==> src/rtl/serial_adder_ctrl_pkg.sv <==
// Shared definitions for the bit-serial add/subtract controller:
// controller state encodings and the default operand width.
package serial_adder_ctrl_pkg;

    localparam int DEFAULT_WIDTH = 8;

    typedef enum logic [1:0] {
        ST_IDLE = 2'd0,
        ST_RUN  = 2'd1,
        ST_DONE = 2'd2
    } state_t;

endpackage

==> src/rtl/serial_adder_ctrl_if.sv <==
// Request/result bundle for the serial adder controller. The master issues
// operands and start. The slave (the controller) returns status and the result.
interface serial_adder_ctrl_if
    import serial_adder_ctrl_pkg::*;
#(
    parameter int WIDTH = DEFAULT_WIDTH
) ();

    logic             start;
    logic             sub;
    logic [WIDTH-1:0] a;
    logic [WIDTH-1:0] b;
    logic             busy;
    logic             done;
    logic [WIDTH-1:0] sum;
    logic             carry_out;
    logic             overflow;

    modport master (
        output start, sub, a, b,
        input  busy, done, sum, carry_out, overflow
    );

    modport slave (
        input  start, sub, a, b,
        output busy, done, sum, carry_out, overflow
    );

endinterface

==> src/rtl/serial_adder_ctrl_fa.sv <==
// One-bit full adder built from two half adders. This is the only arithmetic
// cell in the serial datapath.
module FA_with_HA (
    input  logic A,
    input  logic B,
    input  logic Carry_in,
    output logic SUM,
    output logic Carry_out
);

    logic ha1_sum;
    logic ha1_carry;
    logic ha2_carry;

    // First half adder combines the operand bits, second adds the carry in
    always_comb begin
        ha1_sum   = A ^ B;
        ha1_carry = A & B;
        SUM       = ha1_sum ^ Carry_in;
        ha2_carry = ha1_sum & Carry_in;
        Carry_out = ha1_carry | ha2_carry;
    end

endmodule

==> src/rtl/serial_adder_ctrl.sv <==
// Bit-serial add/subtract controller. One full adder cell processes one bit
// per clock, LSB first. Each operation takes WIDTH RUN cycles followed by a
// one-cycle DONE. The visible result only changes on entry to DONE, so the
// previous answer stays readable while a new operation is running.
module serial_adder_ctrl
    import serial_adder_ctrl_pkg::*;
#(
    parameter int WIDTH = DEFAULT_WIDTH,
    parameter int CNT_W = $clog2(WIDTH + 1)
) (
    input  logic                clk,
    input  logic                rst,
    serial_adder_ctrl_if.slave  bus
);

    state_t             state_reg;
    logic [WIDTH-1:0]   a_reg;
    logic [WIDTH-1:0]   b_reg;
    logic               carry_reg;
    logic [CNT_W-1:0]   cnt_reg;
    logic [WIDTH-1:0]   sum_sr_reg;
    logic               busy_reg;
    logic               done_reg;
    logic [WIDTH-1:0]   sum_reg;
    logic               cout_reg;
    logic               ovf_reg;

    logic               cell_sum;
    logic               cell_carry;
    logic               last_step;
    logic [WIDTH-1:0]   sum_sr_next;

    // Single adder cell fed from the LSBs of the operand shift registers
    FA_with_HA u_cell (
        .A        (a_reg[0]),
        .B        (b_reg[0]),
        .Carry_in (carry_reg),
        .SUM      (cell_sum),
        .Carry_out(cell_carry)
    );

    // New sum bit enters at the MSB so that after WIDTH steps bit 0 sits at the LSB
    always_comb begin
        sum_sr_next = {cell_sum, sum_sr_reg[WIDTH-1:1]};
        last_step   = (cnt_reg == CNT_W'(WIDTH - 1));
    end

    // Controller FSM, operand/result shift registers and registered outputs
    always_ff @(posedge clk or posedge rst) begin
        if (rst) begin
            state_reg  <= ST_IDLE;
            a_reg      <= '0;
            b_reg      <= '0;
            carry_reg  <= 1'b0;
            cnt_reg    <= '0;
            sum_sr_reg <= '0;
            busy_reg   <= 1'b0;
            done_reg   <= 1'b0;
            sum_reg    <= '0;
            cout_reg   <= 1'b0;
            ovf_reg    <= 1'b0;
        end else begin
            done_reg <= 1'b0;
            case (state_reg)
                // DONE accepts start exactly like IDLE, which allows back-to-back operations
                ST_IDLE, ST_DONE: begin
                    if (bus.start) begin
                        // Subtraction is A + ~B + 1: invert B and preload the carry with 1
                        a_reg     <= bus.a;
                        b_reg     <= bus.sub ? ~bus.b : bus.b;
                        carry_reg <= bus.sub;
                        cnt_reg   <= '0;
                        busy_reg  <= 1'b1;
                        state_reg <= ST_RUN;
                    end else begin
                        busy_reg  <= 1'b0;
                        state_reg <= ST_IDLE;
                    end
                end
                // start is ignored here: there is no queuing of requests
                ST_RUN: begin
                    a_reg      <= a_reg >> 1;
                    b_reg      <= b_reg >> 1;
                    carry_reg  <= cell_carry;
                    sum_sr_reg <= sum_sr_next;
                    cnt_reg    <= cnt_reg + 1'b1;
                    if (last_step) begin
                        // Carry into the MSB is carry_reg on this step. It differs from
                        // the carry out only on signed overflow.
                        sum_reg   <= sum_sr_next;
                        cout_reg  <= cell_carry;
                        ovf_reg   <= carry_reg ^ cell_carry;
                        busy_reg  <= 1'b0;
                        done_reg  <= 1'b1;
                        state_reg <= ST_DONE;
                    end
                end
                default: begin
                    busy_reg  <= 1'b0;
                    state_reg <= ST_IDLE;
                end
            endcase
        end
    end

    assign bus.busy      = busy_reg;
    assign bus.done      = done_reg;
    assign bus.sum       = sum_reg;
    assign bus.carry_out = cout_reg;
    assign bus.overflow  = ovf_reg;

endmodule

==> src/flat_wrapper.sv <==
// flat-port wrapper written by rule: the top's interface ports become plain ports
module serial_adder_ctrl_flat import serial_adder_ctrl_pkg::*;
#(
    parameter int WIDTH = DEFAULT_WIDTH,
    parameter int CNT_W = $clog2(WIDTH + 1)
)
  (clk, rst, bus_start, bus_sub, bus_a, bus_b, bus_busy, bus_done, bus_sum, bus_carry_out, bus_overflow);
  serial_adder_ctrl_if #(.WIDTH(WIDTH)) bus_i ();
  input  logic clk;
  input  logic rst;
  input wire logic [$bits(bus_i.start)-1:0] bus_start;
  input wire logic [$bits(bus_i.sub)-1:0] bus_sub;
  input wire logic [$bits(bus_i.a)-1:0] bus_a;
  input wire logic [$bits(bus_i.b)-1:0] bus_b;
  output wire logic [$bits(bus_i.busy)-1:0] bus_busy;
  output wire logic [$bits(bus_i.done)-1:0] bus_done;
  output wire logic [$bits(bus_i.sum)-1:0] bus_sum;
  output wire logic [$bits(bus_i.carry_out)-1:0] bus_carry_out;
  output wire logic [$bits(bus_i.overflow)-1:0] bus_overflow;
  assign bus_i.start = bus_start;
  assign bus_i.sub = bus_sub;
  assign bus_i.a = bus_a;
  assign bus_i.b = bus_b;
  assign bus_busy = bus_i.busy;
  assign bus_done = bus_i.done;
  assign bus_sum = bus_i.sum;
  assign bus_carry_out = bus_i.carry_out;
  assign bus_overflow = bus_i.overflow;
  serial_adder_ctrl #(.WIDTH(WIDTH), .CNT_W(CNT_W)) u_core (.clk(clk), .rst(rst), .bus(bus_i));
endmodule
==> config.mk <==
export PLATFORM = sky130hd
export DESIGN_NAME = serial_adder_ctrl_flat
export DESIGN_NICKNAME = d
export VERILOG_FILES = /design/src/rtl/serial_adder_ctrl_pkg.sv /design/src/rtl/serial_adder_ctrl_if.sv /design/src/rtl/serial_adder_ctrl_fa.sv /design/src/rtl/serial_adder_ctrl.sv /design/src/flat_wrapper.sv
export SDC_FILE = /design/constraint.sdc
export NUM_CORES = 1
export LEC_CHECK = 0
export CAP_MARGIN = 20
export CORE_UTILIZATION = 30
export CTS_CLUSTER_SIZE = 10
export DETAILED_ROUTE_END_ITERATION = 8
export GPL_TIMING_DRIVEN = 0
export PLACE_DENSITY = 0.47
export SLEW_MARGIN = 0
export SYNTH_ARGS = -nofsm -noshare
export SYNTH_HDL_FRONTEND = slang
export SYNTH_HIERARCHICAL = 1
export SYNTH_SLANG_ARGS = --single-unit
==> constraint.sdc <==
create_clock -name clk -period 1.7 [get_ports clk]
set_input_delay 0.17 -clock clk [delete_from_list [all_inputs] [get_ports clk]]
set_output_delay 0.17 -clock clk [all_outputs]
set_load 0.1 [all_outputs]
-- After elaboration in Yosys (flattened, before gate mapping)
Index checks and enable logic that the tools add are counted.
- register bits after elaboration: 43
- latch bits: 0
- bits in writable memories: 0
- ROM bits: 0
- input port bits: 20
- output and inout bits: 12
- logic and storage cells: 46
- memories kept: 0
- $add $sub $neg: 1
- multiply operators: 0
- divide/modulo/power cells: 0
- order comparisons: 0
- equal/unequal tests: 5
- shifts and indexed selects: 0
- multiplexer cells: 17
- bitwise operators: 7
- reduce and logical (&&, ||, !) cells: 5
- operators with widths (cell ; count):
    8-bit one-hot mux with 2 select lines ; 2
    8-bit two-way mux ; 3
    8-bit inverter ; 1
    4-bit one-hot mux with 2 select lines ; 1
    1-bit two-way mux ; 6
    4-bit by 1-bit adder with 4-bit output, second input constant ; 1
    4-bit by 3-bit == test with 1-bit output, second input constant ; 1
    4-bit two-way mux ; 1
    1-bit one-hot mux with 2 select lines ; 2
    2-bit one-hot mux with 2 select lines ; 1
    2-bit AND reduction ; 2
    1-bit bitwise XOR ; 3
    1-bit AND ; 2
    2-bit by 1-bit == test with 1-bit output, second input constant ; 1
    2-bit == test, second input constant ; 1
    2-bit logical NOT ; 1
    2-bit two-way mux ; 1
    2-bit by 1-bit != test with 1-bit output, second input constant ; 1
    2-bit != test, second input constant ; 1
    2-bit nonzero test ; 1
    2-bit OR reduction ; 1
    1-bit OR ; 1

-- Depth between registers and ports, before layout
Gate-level depths: netlist (run 1).
- depth after elaboration: 4
- mapped depth: 5

-- Modules after synthesis
Netlist (run 1), hierarchy kept.
- by module, submodules not included (module ; instances ; cells an instance ; area an instance (µm²)):
    serial_adder_ctrl ; 1 ; 130 ; 1841.8
    FA_with_HA ; 1 ; 1 ; 20.0

-- Worst setup path before layout (run 1)
Ideal clock, no wire load.
- kind: reg-to-reg
- start point: register u_core.cnt_reg[0]
- end point: register u_core.cout_reg (netlist: u_core/bus.carry_out)
- setup time: 0.126 ns
- arrival: 1.370 ns
- setup slack: 0.204 ns
- stages on the path, launching flop included: 6
- path buffers: 1
- clock period less this slack: 1.496 ns
- path through: dfrtp_1 ha_1 nand3b_4 nor3b_4 buf_6 mux2_4
- longest elaborated chain between the ends: 2
- ends and longest elaborated chain (what ; RTL line ; source):
    start, declared ; serial_adder_ctrl.sv:20 ; logic [CNT_W-1:0] cnt_reg;
    start signal, assigned ; serial_adder_ctrl.sv:86 ; cnt_reg <= cnt_reg + 1'b1;
    4-bit by 3-bit == test with 1-bit output ; serial_adder_ctrl.sv:45 ; last_step = (cnt_reg == CNT_W'(WIDTH - 1));
    2-bit AND reduction (no source line) ; -- ;
    end signal, assigned ; serial_adder_ctrl.sv:91 ; cout_reg <= cell_carry;
    end, declared ; serial_adder_ctrl.sv:25 ; logic cout_reg;
No other way between the ends.
A chain may end at the register's enable or synchronous reset.

-- Worst setup path in the final report (run 1)
- start point: register u_core.busy_reg (netlist: u_core/bus.busy)
- end point: output bus_busy
- RTL lines (what ; RTL line ; source):
    start, declared ; serial_adder_ctrl.sv:22 ; logic busy_reg;
    start signal, assigned ; serial_adder_ctrl.sv:57 ; busy_reg <= 1'b0;
    start signal, assigned ; serial_adder_ctrl.sv:73 ; busy_reg <= 1'b1;
    start signal, assigned ; serial_adder_ctrl.sv:76 ; busy_reg <= 1'b0;
    end, declared ; flat_wrapper.sv:15 ; output wire logic [$bits(bus_i.busy)-1:0] bus_busy;
No word-level cell between the ends.

==> impl_metrics.sql, run 1 <==
INSERT INTO impl_metrics (metric_group, metric, value, unit) VALUES
('run_status', 'run_status', 'finished clean', ''),
('worst_setup_path', 'worst_r2r_dst', 'u_core/bus.sum[3]', ''),
('cts', 'worst_skew_pair.late_latency', '0.29', 'ns'),
('power_and_ir_drop', 'switching_share', '44.5', '%'),
('synthesis', 'ys.warnings.count', '6', ''),
('timing', 'maximum_achievable_frequency', '611', 'MHz'),
('synthesis', 'postSynthAreaPerCell', '14.2', 'um^2'),
('power_and_ir_drop', 'p_per_area', '2160', 'mW/mm^2'),
('worst_setup_path', 'path_class', 'reg -> out', ''),
('cts', 'ctsHtreeMaxLevel', '2', ''),
('routing', 'routed-via-count', '1153', ''),
('timing', 'setup-violations-final', '0', ''),
('timing', 'hold_violations', '0', ''),
('cells_and_area', 'drive_above_1_share', '19.5', '%'),
('cells_and_area', 'diodes', '0', ''),
('global_routing', 'grt_start_max_net_pins', '43', ''),
('cts', 'clockBufferDepth', '2', ''),
('cts', 'cts-hold-fix-buffers', '0', ''),
('routing', 'route.met3.wl', '137', 'um'),
('placed_design', 'place_ws', '0.0166', 'ns'),
('timing', 'setup_total_negative_slack', '0', 'ns'),
('worst_setup_path', 'worst-path-buf-inv', '1', ''),
('floorplanning', 'fp-row-count', '28', ''),
('synthesis', 'syn_inst', '131', ''),
('worst_setup_path', 'critical_path.max_stage_delay', '0.83', 'ns'),
('floorplanning', 'die-width', '80.8', 'um'),
('routing', 'met2_length', '1.66', 'mm'),
('synthesis', 'synthDominantAreaCellType', 'sky130_fd_sc_hd__dfrtp_1', ''),
('worst_setup_path', 'crit_arrival', '1.47', 'ns'),
('cts', 'clock_sinks', '42', ''),
('power_and_ir_drop', 'clkPwrFrac', '13.1', '%'),
('worst_setup_path', 'worstReg2RegStart', 'u_core/cnt_reg[0]', ''),
('timing', 'post-route-period-util', '96.3', '%'),
('timing', 'worstMarginPinSlew', '0.953', 'ns'),
('cts', 'path_clk_slew', '0.08', 'ns'),
('timing', 'fin_worst_skew', '0.00391', 'ns'),
('cts', 'inserted_clock_buffers', '5', ''),
('floorplanning', 'core', '0.00596', 'mm^2'),
('floorplanning', 'floorplan.initialDensity', '31.3', '%'),
('power_and_ir_drop', 'power.sequential.fraction', '35.2', '%'),
('worst_setup_path', 'critPathLaunchType', 'flop', ''),
('routing', 'route.antenna.remaining_nets', '0', ''),
('worst_setup_path', 'worstPathMaxFanout', '2', ''),
('synthesis', 'unique_masters_post_synth', '27', ''),
('routing', 'firstDrtPassIters', '4', ''),
('routing', 'detail_route.iter0.violations', '69', ''),
('routing', 'met1_length', '1.48', 'mm'),
('timing', 'final_worst_setup_slack', '0.0624', 'ns'),
('power_and_ir_drop', 'switching_power', '2.24', 'mW'),
('synthesis', 'synth_seq_area_share', '56.5', '%'),
('worst_setup_path', 'rr_worst_depth', '5', ''),
('placed_design', 'dp.final_hpwl', '2.27', 'mm'),
('worst_setup_path', 'worstPathRequired', '1.53', 'ns'),
('synthesis', 'synth_area_leaders', 'sky130_fd_sc_hd__dfrtp_1 56%, sky130_fd_sc_hd__mux2_4 7.3%, sky130_fd_sc_hd__mux2_1 5.4%', ''),
('placed_design', 'buffer_ports.inserted', '30', ''),
('routing', 'drt-wirelength-per-cell', '13.6', 'um'),
('worst_setup_path', 'crit_slowest_cell', 'sky130_fd_sc_hd__clkdlybuf4s15_1', ''),
('power_and_ir_drop', 'total_power_draw', '5.02', 'mW'),
('worst_setup_path', 'capturing_element_type_of_the_critical_path', 'output pin', ''),
('timing', 'timing.slew.headroom', '36.7', '%'),
('power_and_ir_drop', 'p_int', '2.79', 'mW'),
('global_routing', 'overall_routing_resource_usage', '12.1', '%'),
('timing', 'final_min_period', '1.64', 'ns'),
('power_and_ir_drop', 'static-leakage-power', '1.10', 'nW'),
('worst_setup_path', 'timing.critical_path.max_delay_family', 'buffers and inverters', ''),
('global_routing', 'overflow', '0', ''),
('synthesis', 'synth_seq_cells', '42', ''),
('power_and_ir_drop', 'ir_drop', '0.00126', 'V'),
('worst_setup_path', 'reg2reg_slack', '0.09', 'ns'),
('routing', 'viasPerCell', '4.73', ''),
('routing', 'top_signal_layer_used', 'met4', '');
## layer usage
metal	vias to the layer above	GRT usage, %
met5	-	0
met4	0	5.00
met3	6	3.93
met2	22	19.6
met1	582	14.9
li1	543	-
## cells by family (layout without fill, tap and decap cells)
kind of cell    Yosys count  count (layout)  share of synthesized area (%)
flops                    42              42                           56.5
compound gates           26              26                           12.2
simple gates             22              22                           7.73
mux                      20              20                           13.8
xor+xnor                 10              10                           4.70
buf+inv                   9              47                           3.43
fa+ha+maj                 2               2                           1.75
## timing repair
action,4_1_cts,5_1_grt
buffers inserted,0,0
gates resized for setup,13,15
endpoints found under the setup margin,12,16
hold endpoints to repair,0,0
## cells in the final DEF (no fill, tap or decap), types with 2 or more instances in the layout
| cell | synthesis | routed |
|---|---|---|
| sky130_fd_sc_hd__clkbuf_1 | 1 | 2 |
| sky130_fd_sc_hd__a21o_1 | 8 | 8 |
| sky130_fd_sc_hd__mux2i_1 | 2 | 2 |
| sky130_fd_sc_hd__nand2_1 | 5 | 5 |
| sky130_fd_sc_hd__xor2_1 | 2 | 2 |
| sky130_fd_sc_hd__clkdlybuf4s15_1 | 0 | 7 |
| sky130_fd_sc_hd__buf_2 | 3 | 3 |
| sky130_fd_sc_hd__nor2_1 | 8 | 8 |
| sky130_fd_sc_hd__buf_6 | 3 | 3 |
| sky130_fd_sc_hd__xnor2_1 | 8 | 8 |
| sky130_fd_sc_hd__mux2_4 | 9 | 9 |
| sky130_fd_sc_hd__mux2_1 | 9 | 9 |
| sky130_fd_sc_hd__a22o_1 | 11 | 11 |
| sky130_fd_sc_hd__clkdlybuf4s50_1 | 0 | 18 |
| sky130_fd_sc_hd__clkbuf_8 | 0 | 6 |
| sky130_fd_sc_hd__clkbuf_2 | 0 | 4 |
| sky130_fd_sc_hd__a221o_1 | 7 | 7 |
| sky130_fd_sc_hd__dfrtp_1 | 42 | 42 |
## per-stage QoR
step | std cells | hold slack (ns) | utilization (%) | instance area, um^2
finish | 244 | 0.385 | 39.1 | 2330
global route | 244 | 0.432 | 39.1 | 2330
CTS | 244 | 0.398 | 39.2 | 2330
detailed placement | 236 | 0.467 | 37.9 | 2260
global placement | 236 | 0.459 | 37.9 | 2260
floorplan | 131 | 0.310 | - | 1860
## worst max path at each step
stage                      endpoint  slack [ns]  depth (start not counted)
6_report                   bus_busy        0.06                          1
4_1_cts                    bus_busy       0.001                          1
5_1_grt                  bus_sum[3]       0.002                          1
3_3_place_gp        u_core/b_reg[4]       -0.33                          2
3_5_place_dp      u_core/cnt_reg[1]        0.02                          5
2_1_floorplan  u_core/bus.carry_out        0.20                          5
## cells in the mapped netlist
cell                        n
sky130_fd_sc_hd__xnor2_1    8
sky130_fd_sc_hd__buf_4      1
sky130_fd_sc_hd__ha_1       1
sky130_fd_sc_hd__mux2_1     9
sky130_fd_sc_hd__a21o_1     8
sky130_fd_sc_hd__nand2_1    5
sky130_fd_sc_hd__a221o_1    7
sky130_fd_sc_hd__nor2_1     8
sky130_fd_sc_hd__a22o_1    11
sky130_fd_sc_hd__inv_1      1
sky130_fd_sc_hd__dfrtp_1   42
sky130_fd_sc_hd__buf_2      3
sky130_fd_sc_hd__mux2_4     9
sky130_fd_sc_hd__nor2b_1    1
sky130_fd_sc_hd__mux2i_1    2
sky130_fd_sc_hd__nand2b_1   1
sky130_fd_sc_hd__nor3b_4    1
sky130_fd_sc_hd__buf_6      3
sky130_fd_sc_hd__nand3_1    1
sky130_fd_sc_hd__nand3b_4   1
sky130_fd_sc_hd__nand4_1    1
sky130_fd_sc_hd__clkbuf_1   1
sky130_fd_sc_hd__nor2_4     1
sky130_fd_sc_hd__fa_1       1
sky130_fd_sc_hd__xor2_1     2
sky130_fd_sc_hd__nor2b_4    1
sky130_fd_sc_hd__nor3b_1    1
## power by group through the flow
stage,registers [mW],logic [mW],clock network [mW]
after floorplan,2.66,1.25,0
after global placement,1.78,2.68,0
after detailed placement,1.80,2.72,0
after CTS,1.77,2.63,0.695
after global routing,1.83,2.81,0.730
final,1.77,2.60,0.660
## area by class of cell
class	count	area [um^2]
Fill cell	583	3630
Buffer	8	60.1
Clock inverter	1	5.00
Multi-Input combinational cell	80	749
Clock buffer	7	86.3
Tap cell	75	93.8
Timing Repair Buffer	30	279
Sequential cell	42	1050
Inverter	1	3.75
(Power assumes the default switching activity.)
==> inputs of run 2 (changes only) <==
- ABC_AREA: unset -> 1
==> run 2 against run 1 <==
  * Non-clock buffer count grew 2
  * Cell count grew 44%
  * Via count grew 33%
  * Synthesized area grew 2.1%
  * Die area grew 2.0%
  * Clock power grew 21%
  * Clock skew grew 0.0018 ns
==> impl_metrics.sql, run 2 <==
INSERT INTO impl_metrics (metric_group, metric, value, unit) VALUES
('run_status', 'run_status', 'finished clean', ''),
('cells_and_area', 'drive_above_1_share', '12.7', '%'),
('synthesis', 'synth.cells.most_frequent', '120 x sky130_fd_sc_hd__nand2_1, 42 x sky130_fd_sc_hd__dfrtp_1, 25 x sky130_fd_sc_hd__nand3_1', ''),
('cts', 'post_cts_buffers', '0', ''),
('floorplanning', 'core', '0.00603', 'mm^2'),
('floorplanning', 'die-width', '81.6', 'um'),
('floorplanning', 'floorplan.initialDensity', '31.5', '%'),
('cells_and_area', 'filler_cell_count', '661', ''),
('timing', 'worstMarginPinSlew', '0.947', 'ns'),
('power_and_ir_drop', 'ir_drop', '0.00105', 'V'),
('worst_setup_path', 'critical_path_cell_count', '1', ''),
('global_routing', 'grt_start_max_net_pins', '25', ''),
('timing', 'final_min_period', '1.64', 'ns'),
('synthesis', 'synth_area_leaders', 'sky130_fd_sc_hd__dfrtp_1 55%, sky130_fd_sc_hd__nand2_1 24%, sky130_fd_sc_hd__nand3_1 6.6%', ''),
('synthesis', 'post_synth_instance_area', '0.00190', 'mm^2'),
('cells_and_area', 'sequential_area', '0.00105', 'mm^2'),
('routing', 'drt-wirelength-per-cell', '11.6', 'um'),
('timing', 'report.final.slew_viol_count', '0', ''),
('synthesis', 'synth_seq_cells', '42', ''),
('timing', 'timing.slew.headroom', '37.1', '%'),
('placed_design', 'buffer_ports.inserted', '31', ''),
('routing', 'routed_wl', '4.06', 'mm'),
('synthesis', 'synth_seq_area_share', '55.3', '%'),
('cts', 'cts_tree', 'built', ''),
('routing', 'viasPerCell', '4.36', ''),
('cells_and_area', 'flow.area_growth_from_synthesis', '26.9', '%'),
('worst_setup_path', 'capturing_element_type_of_the_critical_path', 'output pin', ''),
('timing', 'hold_violations', '0', ''),
('cells_and_area', 'layout_commonest_cell', 'sky130_fd_sc_hd__nand2_1', ''),
('cts', 'clockBufferDepth', '2', ''),
('worst_setup_path', 'worstPathRequired', '1.53', 'ns'),
('synthesis', 'synth.top_cell.area_share', '55.3', '%'),
('run', 'max-cap-violations', '0', ''),
('cts', 'cts_root_buffer', 'sky130_fd_sc_hd__clkbuf_8', ''),
('synthesis', 'postSynthAreaPerCell', '8.05', 'um^2'),
('power_and_ir_drop', 'static-leakage-power', '1.26', 'nW'),
('cts', 'inserted_clock_buffers', '5', ''),
('worst_setup_path', 'path_class', 'reg -> out', ''),
('global_routing', 'number_of_global_route_vias_before_repair', '1482', ''),
('worst_setup_path', 'rr_worst_depth', '6', ''),
('cts', 'ctsHtreeMaxLevel', '2', ''),
('timing', 'fin_worst_skew', '0.00570', 'ns'),
('cts', 'path_clk_slew', '0.09', 'ns'),
('timing', 'maximum_achievable_frequency', '612', 'MHz'),
('worst_setup_path', 'worstPathMaxFanout', '2', ''),
('routing', 'drc', '0', ''),
('routing', 'routed-via-count', '1530', ''),
('floorplanning', 'io_pins', '32', ''),
('worst_setup_path', 'crit_arrival', '1.47', 'ns'),
('global_routing', 'overall_routing_resource_usage', '14.2', '%'),
('timing', 'rsz0062_at_grt', 'false', ''),
('worst_setup_path', 'critical_path.max_stage_delay', '0.82', 'ns'),
('global_routing', 'grt_antenna_before_repair', '0', ''),
('cells_and_area', 'layout.nets', '297', ''),
('synthesis', 'ys.flop_type', 'sky130_fd_sc_hd__dfrtp_1', ''),
('floorplanning', 'floorplan.die_area', '0.00666', 'mm^2'),
('synthesis', 'async_flop_share', '100', '%'),
('worst_setup_path', 'timing.critical_path.max_delay_family', 'buffers and inverters', ''),
('placed_design', 'dp.final_hpwl', '2.84', 'mm'),
('floorplanning', 'die-height', '81.6', 'um'),
('timing', 'post-route-period-util', '96.2', '%'),
('synthesis', 'ys.warnings.count', '6', ''),
('routing', 'route.antenna.remaining_nets', '0', ''),
('cts', 'cts-hold-fix-buffers', '0', ''),
('cts', 'clock_sinks', '42', ''),
('synthesis', 'unique_masters_post_synth', '18', ''),
('synthesis', 'synth.net_count', '258', ''),
('synthesis', 'synth_edf_count', '0', ''),
('worst_hold_path', 'hold_class', 'in -> async', ''),
('synthesis', 'post-synth-top-count-cell', 'sky130_fd_sc_hd__nand2_1', ''),
('routing', 'firstDrtPassIters', '4', ''),
('worst_setup_path', 'worst-path-buf-inv', '1', ''),
('cells_and_area', 'diodes', '0', ''),
('worst_setup_path', 'critical_path.cell_chain', 'clkdlybuf4s15_1', ''),
('routing', 'detail_route.iter0.violations', '92', ''),
('synthesis', 'synthDominantAreaCellType', 'sky130_fd_sc_hd__dfrtp_1', ''),
('cells_and_area', 'area_of_combinational_cells_with_multiple_inputs', '748', 'um^2'),
('timing', 'setup-violations-final', '0', ''),
('cts', 'worst_skew_pair.late_latency', '0.29', 'ns'),
('worst_setup_path', 'crit_slowest_cell', 'sky130_fd_sc_hd__clkdlybuf4s15_1', ''),
('global_routing', 'global_route_wire_length_before_repair', '7.02', 'mm'),
('synthesis', 'syn_inst', '236', ''),
('timing', 'worst_hold_slack', '0.184', 'ns'),
('global_routing', 'overflow', '0', ''),
('power_and_ir_drop', 'p_per_area', '2100', 'mW/mm^2'),
('floorplanning', 'fp-row-count', '28', ''),
('cells_and_area', 'mostFrequentLayoutCells', '120 x sky130_fd_sc_hd__nand2_1, 42 x sky130_fd_sc_hd__dfrtp_1, 25 x sky130_fd_sc_hd__nand3_1, 19 x sky130_fd_sc_hd__clkdlybuf4s50_1, 13 x sky130_fd_sc_hd__inv_1', ''),
('cells_and_area', 'final_core_util', '40.0', '%'),
('worst_setup_path', 'critPathLaunchType', 'flop', ''),
('placed_design', 'finalWeightedCongestion', '0.725', '');
run 2: cell types whose count changed in the layout (fill, tap and decap cells not counted), sizes merged, moves of 3 or more:
cell and change:
nand2 +117, a221o -7, xnor2 -8, or2 +7
a22o -11, nand3 +24, mux2 -18, o21ai +3
inv +14, a21o -8
run 2: worst paths after layout:
kind                                         from  slack, ns                 to
worst max-delay path              u_core/bus.busy       0.06           bus_busy
worst min-delay path                          rst       0.18  u_core/bus.sum[0]
worst max register to register  u_core/cnt_reg[0]       0.34  u_core/bus.sum[7]
worst min register to register    u_core/a_reg[7]       0.48    u_core/a_reg[7]
max in group asynchronous                     rst       1.04    u_core/b_reg[4]
min in group clk                         bus_a[7]       0.41    u_core/a_reg[7]
run 2: kinds of logic after synthesis:
group / count (synthesis) / synth area share, %
simple gates: 163 / 35.7
flops: 42 / 55.3
buf+inv: 23 / 5.33
compound gates: 4 / 1.05
xor+xnor: 2 / 0.922
fa+ha+maj: 2 / 1.71
run 2: stage by stage:
stage	area [um^2]	cells	total power, mW	setup TNS [ns]	worst slack (ns)
2_1_floorplan	1900	236	3.74	0	0.476
3_3_place_gp	2300	342	4.38	-18.82	-0.450
3_5_place_dp	2320	343	4.43	0	0.0598
4_1_cts	2420	351	5.15	0	0.00152
5_1_grt	2410	351	5.48	0	0.00256
6_report	2410	351	5.06	0	0.0648
run 2: cell type report:
type	count	area share, %
Multi-Input combinational cell	171	31.0
Sequential cell	42	43.6
Clock inverter	3	1.87
Clock buffer	5	2.85
Tap cell	75	3.89
Inverter	15	2.33
Buffer	8	1.87
Timing Repair Buffer	32	12.6
run 2: repair_timing:
| item | in CTS | in global routing |
|---|---|---|
| pin swaps | 0 | 0 |
| gates resized for setup | 13 | 15 |
| setup endpoints to repair | 12 | 11 |
run 2: layer usage:
layer	share of wire, %	track usage [%]	wire length, um
met5	0	0	0
met4	0.57	4.74	23
met3	3.1	3.33	127
met2	46	22.3	1880
met1	50	19.1	2020
run 2: where the power goes:
group | total (mW) | switching (mW) | internal (mW)
logic | 2.52 | 1.86 | 0.659
registers | 1.75 | 0.291 | 1.46
clock network | 0.797 | 0.360 | 0.437
==> inputs of run 3 (changes only) <==
- CELL_PAD_IN_SITES_DETAIL_PLACEMENT: unset -> 1
- CELL_PAD_IN_SITES_GLOBAL_PLACEMENT: unset -> 1
- PLACE_DENSITY: 0.47 -> 0.61
==> run 3 against run 2 <==
  * Clock power is 18% higher
  * Critical path depth is the same
  * Sequential share of layout area shrank 0.54 points
  * Global-route usage increased by 0.58 points
  * First-iteration DRC count down 8.7%
  * Register-to-register slack got worse by 0.07 ns
  * Count of clock-buffer cells in the layout unchanged
  * Die area unchanged
==> impl_metrics.sql, run 3 (synthesis results as in run 2) <==
INSERT INTO impl_metrics (metric_group, metric, value, unit) VALUES
('worst_setup_path', 'critPathLaunchType', 'flop', ''),
('placed_design', 'placed_cells', '343', ''),
('routing', 'viasPerCell', '4.53', ''),
('cts', 'cts_root_buffer', 'sky130_fd_sc_hd__clkbuf_8', ''),
('worst_setup_path', 'capturing_element_type_of_the_critical_path', 'output pin', ''),
('timing', 'fin_worst_skew', '0.00979', 'ns'),
('floorplanning', 'core', '0.00603', 'mm^2'),
('cells_and_area', 'drive_above_1_share', '12.3', '%'),
('routing', 'drc', '0', ''),
('worst_setup_path', 'timing.critical_path.max_delay_family', 'buffers and inverters', ''),
('worst_setup_path', 'critical_path.cell_chain', 'clkdlybuf4s15_1', ''),
('cells_and_area', 'mostFrequentLayoutCells', '120 x sky130_fd_sc_hd__nand2_1, 42 x sky130_fd_sc_hd__dfrtp_1, 25 x sky130_fd_sc_hd__nand3_1, 19 x sky130_fd_sc_hd__clkdlybuf4s50_1, 13 x sky130_fd_sc_hd__inv_1', ''),
('worst_setup_path', 'path_class', 'reg -> out', ''),
('global_routing', 'overall_routing_resource_usage', '14.7', '%'),
('routing', 'drt-wirelength-per-cell', '12.1', 'um'),
('power_and_ir_drop', 'static-leakage-power', '1.28', 'nW'),
('global_routing', 'grt_antenna_before_repair', '0', ''),
('routing', 'route.antenna.remaining_nets', '0', ''),
('worst_setup_path', 'reg2reg_slack', '0.27', 'ns'),
('floorplanning', 'floorplan.initialDensity', '31.5', '%'),
('worst_setup_path', 'worstPathMaxFanout', '2', ''),
('cts', 'clockBufferDepth', '2', ''),
('timing', 'post-route-period-util', '96.6', '%'),
('routing', 'routed-via-count', '1589', ''),
('timing', 'setup-violations-final', '0', ''),
('cts', 'cts_tree', 'built', ''),
('timing', 'worst_hold_slack', '0.196', 'ns'),
('worst_setup_path', 'crit_arrival', '1.47', 'ns'),
('worst_setup_path', 'worstPathRequired', '1.53', 'ns'),
('cells_and_area', 'diodes', '0', ''),
('power_and_ir_drop', 'ir_drop', '0.000964', 'V'),
('timing', 'final_min_period', '1.64', 'ns'),
('cells_and_area', 'final_cell_count_no_fill', '351', ''),
('timing', 'report.final.slew_viol_count', '0', ''),
('run_status', 'run_status', 'finished clean', ''),
('global_routing', 'global_route_wire_length_before_repair', '7.37', 'mm'),
('cts', 'path_clk_slew', '0.09', 'ns'),
('routing', 'detail_route.iter0.violations', '84', ''),
('floorplanning', 'floorplan.die_area', '0.00666', 'mm^2'),
('routing', 'routed_wl', '4.25', 'mm'),
('cells_and_area', 'layout.nets', '297', ''),
('cells_and_area', 'filler_cell_count', '749', ''),
('floorplanning', 'die-width', '81.6', 'um'),
('worst_setup_path', 'worstReg2RegStart', 'u_core/cnt_reg[0]', ''),
('worst_setup_path', 'worst-path-buf-inv', '1', ''),
('run', 'max-cap-violations', '0', ''),
('timing', 'timing.slew.headroom', '37.1', '%'),
('placed_design', 'dp.final_hpwl', '3.13', 'mm'),
('timing', 'worstMarginPinSlew', '0.947', 'ns'),
('global_routing', 'number_of_global_route_vias_before_repair', '1566', ''),
('placed_design', 'finalWeightedCongestion', '0.745', ''),
('cts', 'inserted_clock_buffers', '5', ''),
('worst_hold_path', 'hold_class', 'in -> async', ''),
('timing', 'rsz0062_at_grt', 'false', ''),
('cts', 'clock_sinks', '42', ''),
('power_and_ir_drop', 'p_per_area', '2140', 'mW/mm^2'),
('routing', 'firstDrtPassIters', '4', ''),
('placed_design', 'buffer_ports.inserted', '31', ''),
('worst_setup_path', 'rr_worst_depth', '6', ''),
('global_routing', 'overflow', '0', ''),
('cells_and_area', 'layout_commonest_cell', 'sky130_fd_sc_hd__nand2_1', ''),
('floorplanning', 'fp-row-count', '28', ''),
('timing', 'maximum_achievable_frequency', '609', 'MHz'),
('timing', 'hold_violations', '0', ''),
('cts', 'ctsHtreeMaxLevel', '2', ''),
('worst_setup_path', 'crit_slowest_cell', 'sky130_fd_sc_hd__clkdlybuf4s15_1', ''),
('global_routing', 'grt_start_max_net_pins', '25', ''),
('cells_and_area', 'flow.area_growth_from_synthesis', '28.5', '%'),
('worst_setup_path', 'critical_path.max_stage_delay', '0.82', 'ns'),
('floorplanning', 'io_pins', '32', ''),
('cts', 'worst_skew_pair.late_latency', '0.29', 'ns'),
('floorplanning', 'die-height', '81.6', 'um'),
('timing', 'setup_total_negative_slack', '0', 'ns'),
('worst_setup_path', 'worst_r2r_dst', 'u_core/bus.sum[4]', '');
[run 3: changes by cell type in the layout (fill, tap and decap cells not counted)]
cell	delta
sky130_fd_sc_hd__clkdlybuf4s15_1	+2
sky130_fd_sc_hd__clkinvlp_4	-2
sky130_fd_sc_hd__bufinv_16	+1
sky130_fd_sc_hd__clkbuf_2	-1
sky130_fd_sc_hd__clkinv_4	+1
sky130_fd_sc_hd__dlygate4sd2_1	-1
[run 3: cell type report]
type	instances	area (um^2)	area share (%)
Multi-Input combinational cell	171	748	30.6
Clock inverter	3	68.8	2.82
Tap cell	75	93.8	3.84
Inverter	15	56.3	2.31
Clock buffer	5	68.8	2.82
Buffer	8	45.0	1.84
Timing Repair Buffer	32	310	12.7
Sequential cell	42	1050	43.0
[run 3: worst max path at each step]
stage / from / endpoint / slack, ns / cells after the start
after CTS: u_core/bus.sum[0] / bus_sum[0] / 0.007 / 1
final: u_core/bus.sum[6] / bus_sum[6] / 0.06 / 1
after detailed placement: u_core/bus.sum[4] / bus_sum[4] / 0.05 / 1
after global placement: rst / u_core/bus.busy / -0.43 / 2
after floorplan: u_core/a_reg[0] / u_core/bus.overflow / 0.48 / 4
after global routing: u_core/bus.sum[6] / bus_sum[6] / 0.004 / 1
[run 3: routing by layer]
layer  up-vias  track usage [%]  part of all wire (%)
li1        797                -                     -
met1       764             19.1                    48
met2        24             24.0                    48
met3         4             3.33                   2.7
met4         0             5.26                   1.2
met5         -                0                     0
[run 3: timing repair]
action / 4_1_cts / 5_1_grt
resized for setup: 13 / 15
endpoints found under the setup margin: 12 / 12
hold buffers: 0 / 0
pin swaps: 0 / 0
setup buffers: 0 / 0
[run 3: through the flow]
| stage | setup slack [ns] | total power, mW | utilization, % | cell area, um^2 |
|---|---|---|---|---|
| 2_1_floorplan | 0.476 | 3.74 | - | 1900 |
| 6_report | 0.0573 | 5.24 | 40.5 | 2440 |
| 3_3_place_gp | -0.433 | 4.38 | 38.2 | 2300 |
| 4_1_cts | 0.00654 | 5.31 | 40.6 | 2450 |
| 3_5_place_dp | 0.0511 | 4.44 | 38.6 | 2320 |
| 5_1_grt | 0.00388 | 5.64 | 40.5 | 2440 |
[run 3: power breakdown]
| part | switching, mW | total, mW | internal [mW] | leakage, nW |
|---|---|---|---|---|
| Sequential | 0.303 | 1.76 | 1.46 | 0.527 |
| Clock | 0.352 | 0.941 | 0.589 | 0.0683 |
| Combinational | 1.87 | 2.53 | 0.667 | 0.681 |
